<file path="src/rtl/bfly_r2_sdf.sv">
// Radix-2 SDF butterfly stage: sums leave one cycle after the input, and differences are buffered and drained afterwards.
// Optional BFLY_SDF_PROTO_CHECK_EN adds a sticky proto_err flag for bfly_valid seen during DRAIN.
module bfly_r2_sdf #(
  parameter int DATA_WIDTH = 9,
  parameter int MEM_DEPTH  = 128
) (
  input  logic                         clk,
  input  logic                         rst,
  input  logic signed [DATA_WIDTH-1:0] din_re        [0:15],
  input  logic signed [DATA_WIDTH-1:0] din_im        [0:15],
  input  logic signed [DATA_WIDTH-1:0] shift_data_re [0:15],
  input  logic signed [DATA_WIDTH-1:0] shift_data_im [0:15],
  input  logic                         bfly_valid,
  output logic signed [DATA_WIDTH:0]   dout_re       [0:15],
  output logic signed [DATA_WIDTH:0]   dout_im       [0:15],
`ifdef BFLY_SDF_PROTO_CHECK_EN
  output logic                         proto_err,
`endif
  output logic                         dout_valid
);

  localparam int PHASE_LENGTH = MEM_DEPTH / 16;
  localparam int PTR_W        = (PHASE_LENGTH > 1) ? $clog2(PHASE_LENGTH) : 1;

  typedef enum logic [1:0] {IDLE, BFLY, DRAIN} state_t;

  state_t             state, state_nxt;
  logic [PTR_W-1:0]   wr_ptr, wr_ptr_nxt;
  logic [PTR_W-1:0]   rd_ptr, rd_ptr_nxt;
  logic               wr_en, rd_en;

  logic signed [DATA_WIDTH:0] sum_re  [0:15];
  logic signed [DATA_WIDTH:0] sum_im  [0:15];
  logic signed [DATA_WIDTH:0] diff_re [0:15];
  logic signed [DATA_WIDTH:0] diff_im [0:15];

  logic signed [DATA_WIDTH:0] diff_buf_re [PHASE_LENGTH][0:15];
  logic signed [DATA_WIDTH:0] diff_buf_im [PHASE_LENGTH][0:15];

  // Explicit sign extension to DATA_WIDTH+1 keeps the sum/difference exact.
  always_comb begin
    for (int unsigned k = 0; k < 16; k++) begin
      sum_re[k]  = {shift_data_re[k][DATA_WIDTH-1], shift_data_re[k]}
                 + {din_re[k][DATA_WIDTH-1], din_re[k]};
      sum_im[k]  = {shift_data_im[k][DATA_WIDTH-1], shift_data_im[k]}
                 + {din_im[k][DATA_WIDTH-1], din_im[k]};
      diff_re[k] = {shift_data_re[k][DATA_WIDTH-1], shift_data_re[k]}
                 - {din_re[k][DATA_WIDTH-1], din_re[k]};
      diff_im[k] = {shift_data_im[k][DATA_WIDTH-1], shift_data_im[k]}
                 - {din_im[k][DATA_WIDTH-1], din_im[k]};
    end
  end

  always_comb begin
    state_nxt  = state;
    wr_ptr_nxt = wr_ptr;
    rd_ptr_nxt = rd_ptr;
    wr_en      = 1'b0;
    rd_en      = 1'b0;
    case (state)
      IDLE, BFLY: begin
        if (bfly_valid) begin
          wr_en = 1'b1;
          if (wr_ptr == PTR_W'(PHASE_LENGTH - 1)) begin
            wr_ptr_nxt = '0;
            state_nxt  = DRAIN;
          end else begin
            wr_ptr_nxt = wr_ptr + PTR_W'(1);
            state_nxt  = BFLY;
          end
        end
      end
      DRAIN: begin
        rd_en = 1'b1;
        if (rd_ptr == PTR_W'(PHASE_LENGTH - 1)) begin
          rd_ptr_nxt = '0;
          state_nxt  = IDLE;
        end else begin
          rd_ptr_nxt = rd_ptr + PTR_W'(1);
        end
      end
      default: state_nxt = IDLE;
    endcase
  end

  always_ff @(posedge clk) begin
    if (rst) begin
      state      <= IDLE;
      wr_ptr     <= '0;
      rd_ptr     <= '0;
      dout_valid <= 1'b0;
      dout_re    <= '{default: '0};
      dout_im    <= '{default: '0};
    end else begin
      state      <= state_nxt;
      wr_ptr     <= wr_ptr_nxt;
      rd_ptr     <= rd_ptr_nxt;
      dout_valid <= wr_en | rd_en;
      if (wr_en) begin
        dout_re <= sum_re;
        dout_im <= sum_im;
      end else if (rd_en) begin
        dout_re <= diff_buf_re[rd_ptr];
        dout_im <= diff_buf_im[rd_ptr];
      end
    end
  end

  // Buffer contents need no reset; stale entries are never read before being rewritten.
  always_ff @(posedge clk) begin
    if (wr_en) begin
      diff_buf_re[wr_ptr] <= diff_re;
      diff_buf_im[wr_ptr] <= diff_im;
    end
  end

`ifdef BFLY_SDF_PROTO_CHECK_EN
  logic viol;
  assign viol = (state == DRAIN) && bfly_valid;

  always_ff @(posedge clk) begin
    if (rst)       proto_err <= 1'b0;
    else if (viol) proto_err <= 1'b1;
  end
`endif

endmodule
</file>
<file path="config.mk">
export PLATFORM = sky130hd
export DESIGN_NAME = bfly_r2_sdf
export DESIGN_NICKNAME = d
export VERILOG_FILES = /design/src/rtl/bfly_r2_sdf.sv
export SDC_FILE = /design/constraint.sdc
export NUM_CORES = 2
export LEC_CHECK = 0
export ABC_AREA = 1
export BUFFER_PORTS_ARGS = -buffer_cell sky130_fd_sc_hd__buf_4
export CAP_MARGIN = 20
export CELL_PAD_IN_SITES_DETAIL_PLACEMENT = 1
export CELL_PAD_IN_SITES_GLOBAL_PLACEMENT = 2
export CORE_MARGIN = 2
export CORE_UTILIZATION = 40
export CTS_CLUSTER_SIZE = 20
export DETAILED_ROUTE_END_ITERATION = 7
export PLACE_DENSITY = 0.88
export SLEW_MARGIN = 20
export SYNTH_ARGS = -nofsm -noshare
export SYNTH_HDL_FRONTEND = slang
export SYNTH_SLANG_ARGS = --single-unit
export TNS_END_PERCENT = 5
</file>
<file path="constraint.sdc">
create_clock -name clk -period 24.3 [get_ports clk]
set_clock_uncertainty 0.05 [all_clocks]
set_input_delay 2.43 -clock clk [delete_from_list [all_inputs] [get_ports clk]]
set_output_delay 2.43 -clock clk [all_outputs]
set_load 0.02 [all_outputs]
</file>
# == Word level (Yosys, flattened, before mapping) ==
# Memory sizes are Yosys's and may differ from the RTL's. A register that Yosys moved wholly into a read port is not among the register bits.
# Cells that the tools add are included.
# word_totals
ram_bits,2560
reg_bits,329
inputBits,579
memories,2
out_inout_bits,321
wordCells,135
# classes
add_sub_neg,66
n_reduce_logical,5
eq_ne,6
muxes,19
n_bitwise,1
# mem_list
name,depth,width,rd,rd_clocked_by_memory_dff,write_ports,line_no,rtl
diff_buf_im,8,160,1,1,1,38,logic signed [DATA_WIDTH:0] diff_buf_im [PHASE_LENGTH][0:15];
diff_buf_re,8,160,1,1,1,37,logic signed [DATA_WIDTH:0] diff_buf_re [PHASE_LENGTH][0:15];
# op_table
op,n
160-bit two-way mux,4
9-bit by 9-bit adder with 10-bit output,32
9-bit by 9-bit subtractor with 10-bit output,32
3-bit two-way mux,6
3-bit by 1-bit adder with 3-bit output (second input constant),2
3-bit == test (second input constant),2
2-bit two-way mux,3
1-bit two-way mux,5
2-bit inequality test (second input constant),2
2-bit one-hot mux with 2 select lines,1
2-bit AND reduction,2
2-bit by 1-bit == test with 1-bit output (second input constant),1
2-bit == test (second input constant),1
2-bit logical NOT,1
2-bit nonzero test,1
2-bit OR reduction,1
1-bit OR,1

# == Logic depth before layout (Yosys ltp) ==
# depth
word_depth,5
ltp_mapped,13
mapped_depth_nobuf,13

# == Worst setup path before layout ==
# OpenSTA, ideal clock, no wires.
# synth_path
path_kind,input to register
from,input port bfly_valid
to,memory diff_buf_im[0][0] (netlist name) (enable)
path_buffers,2
setup_time_ns,1.009
arrival_time_ns,16.478
path_stages,6
slack_ns,6.762
required_time_ns,23.241
cell_sequence,nand2_2 > clkinv_1 > buf_2 > buf_1 > nand2_1 > nor2_1
# synth_via
elab_chain_cells,4
# synth_rtl
element,line_no,rtl
start: declaration,13,"input logic bfly_valid,"
1-bit two-way mux,62,if (bfly_valid) begin
1-bit two-way mux,60,case (state)
1-bit two-way mux,111,if (wr_en) begin
1-bit two-way mux (implied by the code),113,diff_buf_im[wr_ptr] <= diff_im;
end: declaration,38,
# No other way between the ends.

# == Worst setup path in the final report ==
# layout_path
from,input port bfly_valid
to,memory diff_buf_im[4][102] (netlist name) (enable)
# The elaborated chain is that of the path after synthesis.

==> results.md <==
- Post-synth EDFFs: 2,560
- Setup_tns: 0 ps
- Register area: 83,500 µm²
- Worst VDD drop: 0.0577 mV
- Vias in the first global route: 108,000
- Worst skew pair latency: 920 ps
- Critical path launch point type: input port
- P&R area growth vs syn: 14.7%
- Inserted Clock Buffers: 313
- Port Buffers: 899
- Ports: 900
- Global placement routability congestion: 0.997
- Fin util: 46.0%
- Synth area leaders: edfxtp_1 (55%), nand2_1 (5.8%), ha_1 (5.2%), o21ai_0 (5.1%), dfxtp_1 (4.8%)
- Pwr Total: 12.4 mW
- Cell area after synthesis: 139,000 µm²
- Unique masters post-synth: 45
- H-tree depth: 5
- Post-synthesis register bit count: 2,892
- Max-Cap Viols: 0
- CTS Buffer Depth: 4
- Num rows: 216
- Post-Route WL: 510,000 µm
- FILL cells: 38,100
- Leak: 62.7 nW
- Yosys warns: 0
- Clock Tree Root: clkbuf_16
- Critical Path, Cell by Cell: buf_4, nand2_8, inv_8, nand2_1, nor2_4, buf_4, buf_4, buf_4, buf_4
- Syn_area_per_cell: 10.2 µm²
- Initial DRC count: 8,776
- Post-synthesis sequential area ratio: 60.2%
- Initial Util: 40.1%
- Share of the synthesized area in the top cell type: 55.5%
- Slew Limit Fails: 0
- Cell count after synthesis: 13,600
- Top cells by count, synth: edfxtp_1 (2,560), nand2_1 (2,139), nor2_1 (1,648), o21ai_0 (1,401), inv_1 (1,216)
- Detail Route Antenna Nets: 0
- HP Class: reg2reg
- Worst-path fanout max: 52
- Final setup vio count: 0
- Dpl hpwl: 335,000 µm
- Antenna violations before repair: 39
- Clock transition at the registers of the reported paths: 60 ps
- Worst Setup End Kind: flop
- Most common cell on crit path: buf_4
- Pwr dens: 77.9 nW/µm²
- Post-CTS Setup Bufs: 0
- First drt pass iteration count: 5
- Die width: 593 µm
- Hold bufs inserted after CTS: 0
- Drt drc: 0
- Die Area: 351,000 µm²
- Most instantiated library cell after synthesis: edfxtp_1
- Layout cells sized above 1: 10.5%
- NumNets Final: 15,400
- Total Routing Usage GR: 28.4%
- Outcome: finished, final reports clean
- Most area-hungry cell type in the Yosys netlist: edfxtp_1
- First-pass GRT wire length: 733,000 µm
- Vias post-DR: 106,000
- Multi-input logic area: 46,900 µm²
- Vert. Die Dim: 593 µm
- Fin. Hold Viols: 0
- Worst-margin pin slew: 1240 ps
- CTS Sinks: 2,892
- Critical path's slowest cell: buf_4
- Final Cycle Share: 29.5%
- Largest net degree at the start of global routing: 203
- Syn_nets: 14,900
- Top FF cell, synth: edfxtp_1
- Crit-path max cell delay: 830 ps
- RSZ-0062 raised after global routing: false
- Core area: 346,000 µm²
- Crit path DAT: 7670 ps
- Gr ovfl total: 0
- Maximum clock rate: 139 MHz
- Slew headroom: 17.3%
- Min Clock Period, post-route: 7180 ps
- Worst Path Class, Setup: in2reg
- Async set-reset flop share out of synthesis: 0%
- CTS resizes: 0
- CTS tree: done
- Wirelength per Cell: 26.8 µm
- WP data required: 24,800 ps
- Via density: 5.55
## area by class of cell
cell class,instances,share of cell area [%]
sequential,2892,52.5
antenna,27,0.0425
inverter,1221,2.91
multi-input combinational,8723,29.5
clock buffer,443,5.49
clock inverter,138,0.997
timing repair buffer,1012,4.93
tap,4578,3.60
## path summary, 6_finish.rpt
kind | from | end | slack (ps) | depth (start not counted)
max | bfly_valid | diff_buf_im[4][102] | 17120 | 9
min | state[0] | state[0] | 450 | 2
max reg2reg | state[1] | diff_buf_im[4][102] | 18270 | 9
min reg2reg | state[0] | state[0] | 450 | 2
## power by group
group	total, mW	internal, mW	switching (mW)
clock	4.82	2.78	2.04
combinational	1.64	0.452	1.19
sequential	5.93	5.83	0.0994
total	12.4	9.05	3.33
## cells in the final DEF, fill, tap and decap left out, drive strengths merged, types with 314 or more instances in the layout
master / n
buf: 1012
dfxtp: 332
inv: 1233
o21ai: 1479
a21oi: 726
nand3: 975
nor2: 1648
xor2: 314
nand2: 2141
clkbuf: 443
ha: 580
edfxtp: 2560
## registers in the layout (all words and copies together), names as in the netlist, named ones only
name	count
wr_ptr	3
rd_ptr	3
diff_buf_im	1280
state	2
dout_re	160
dout_valid	1
diff_buf_re	1280
dout_im	160
## per-stage QoR
stage          hold WS, ps  cell area, µm²  cells  worst slack (ps)
2_1_floorplan          408          139000  13600              6760
6_report               447          159000  19000             17120
5_1_grt                459          159000  19000             16970
4_1_cts                447          159000  19000             17130
3_3_place_gp           426          149000  18400             16240
3_5_place_dp           435          149000  18400             16130
## metal layers
metal / track usage, % / wire length [µm] / up-vias
met1: 35.8 / 205000 / 53300
met4: 17.4 / 35300 / 2
met5: 0 / 12 / -
met2: 46.1 / 236000 / 3636
met3: 4.11 / 33700 / 807
li1: - / - / 47900
## logic make-up (layout without fill, tap and decap cells)
kind of cell,after synthesis,count (layout),share of synthesized area (%)
buf+inv,2021,2814,5.97
other cells,0,27,0
simple gates,4979,4979,14.7
xor+xnor,314,314,1.98
flops,2892,2892,60.2
compound gates,2786,2786,11.0
fa+ha+maj,644,644,6.16
## critical path: cells and delay by family
kind	cells	cell delay, ps
simple gates	3	1430
buf+inv	6	3640
Power figures use the tool's default switching activity.
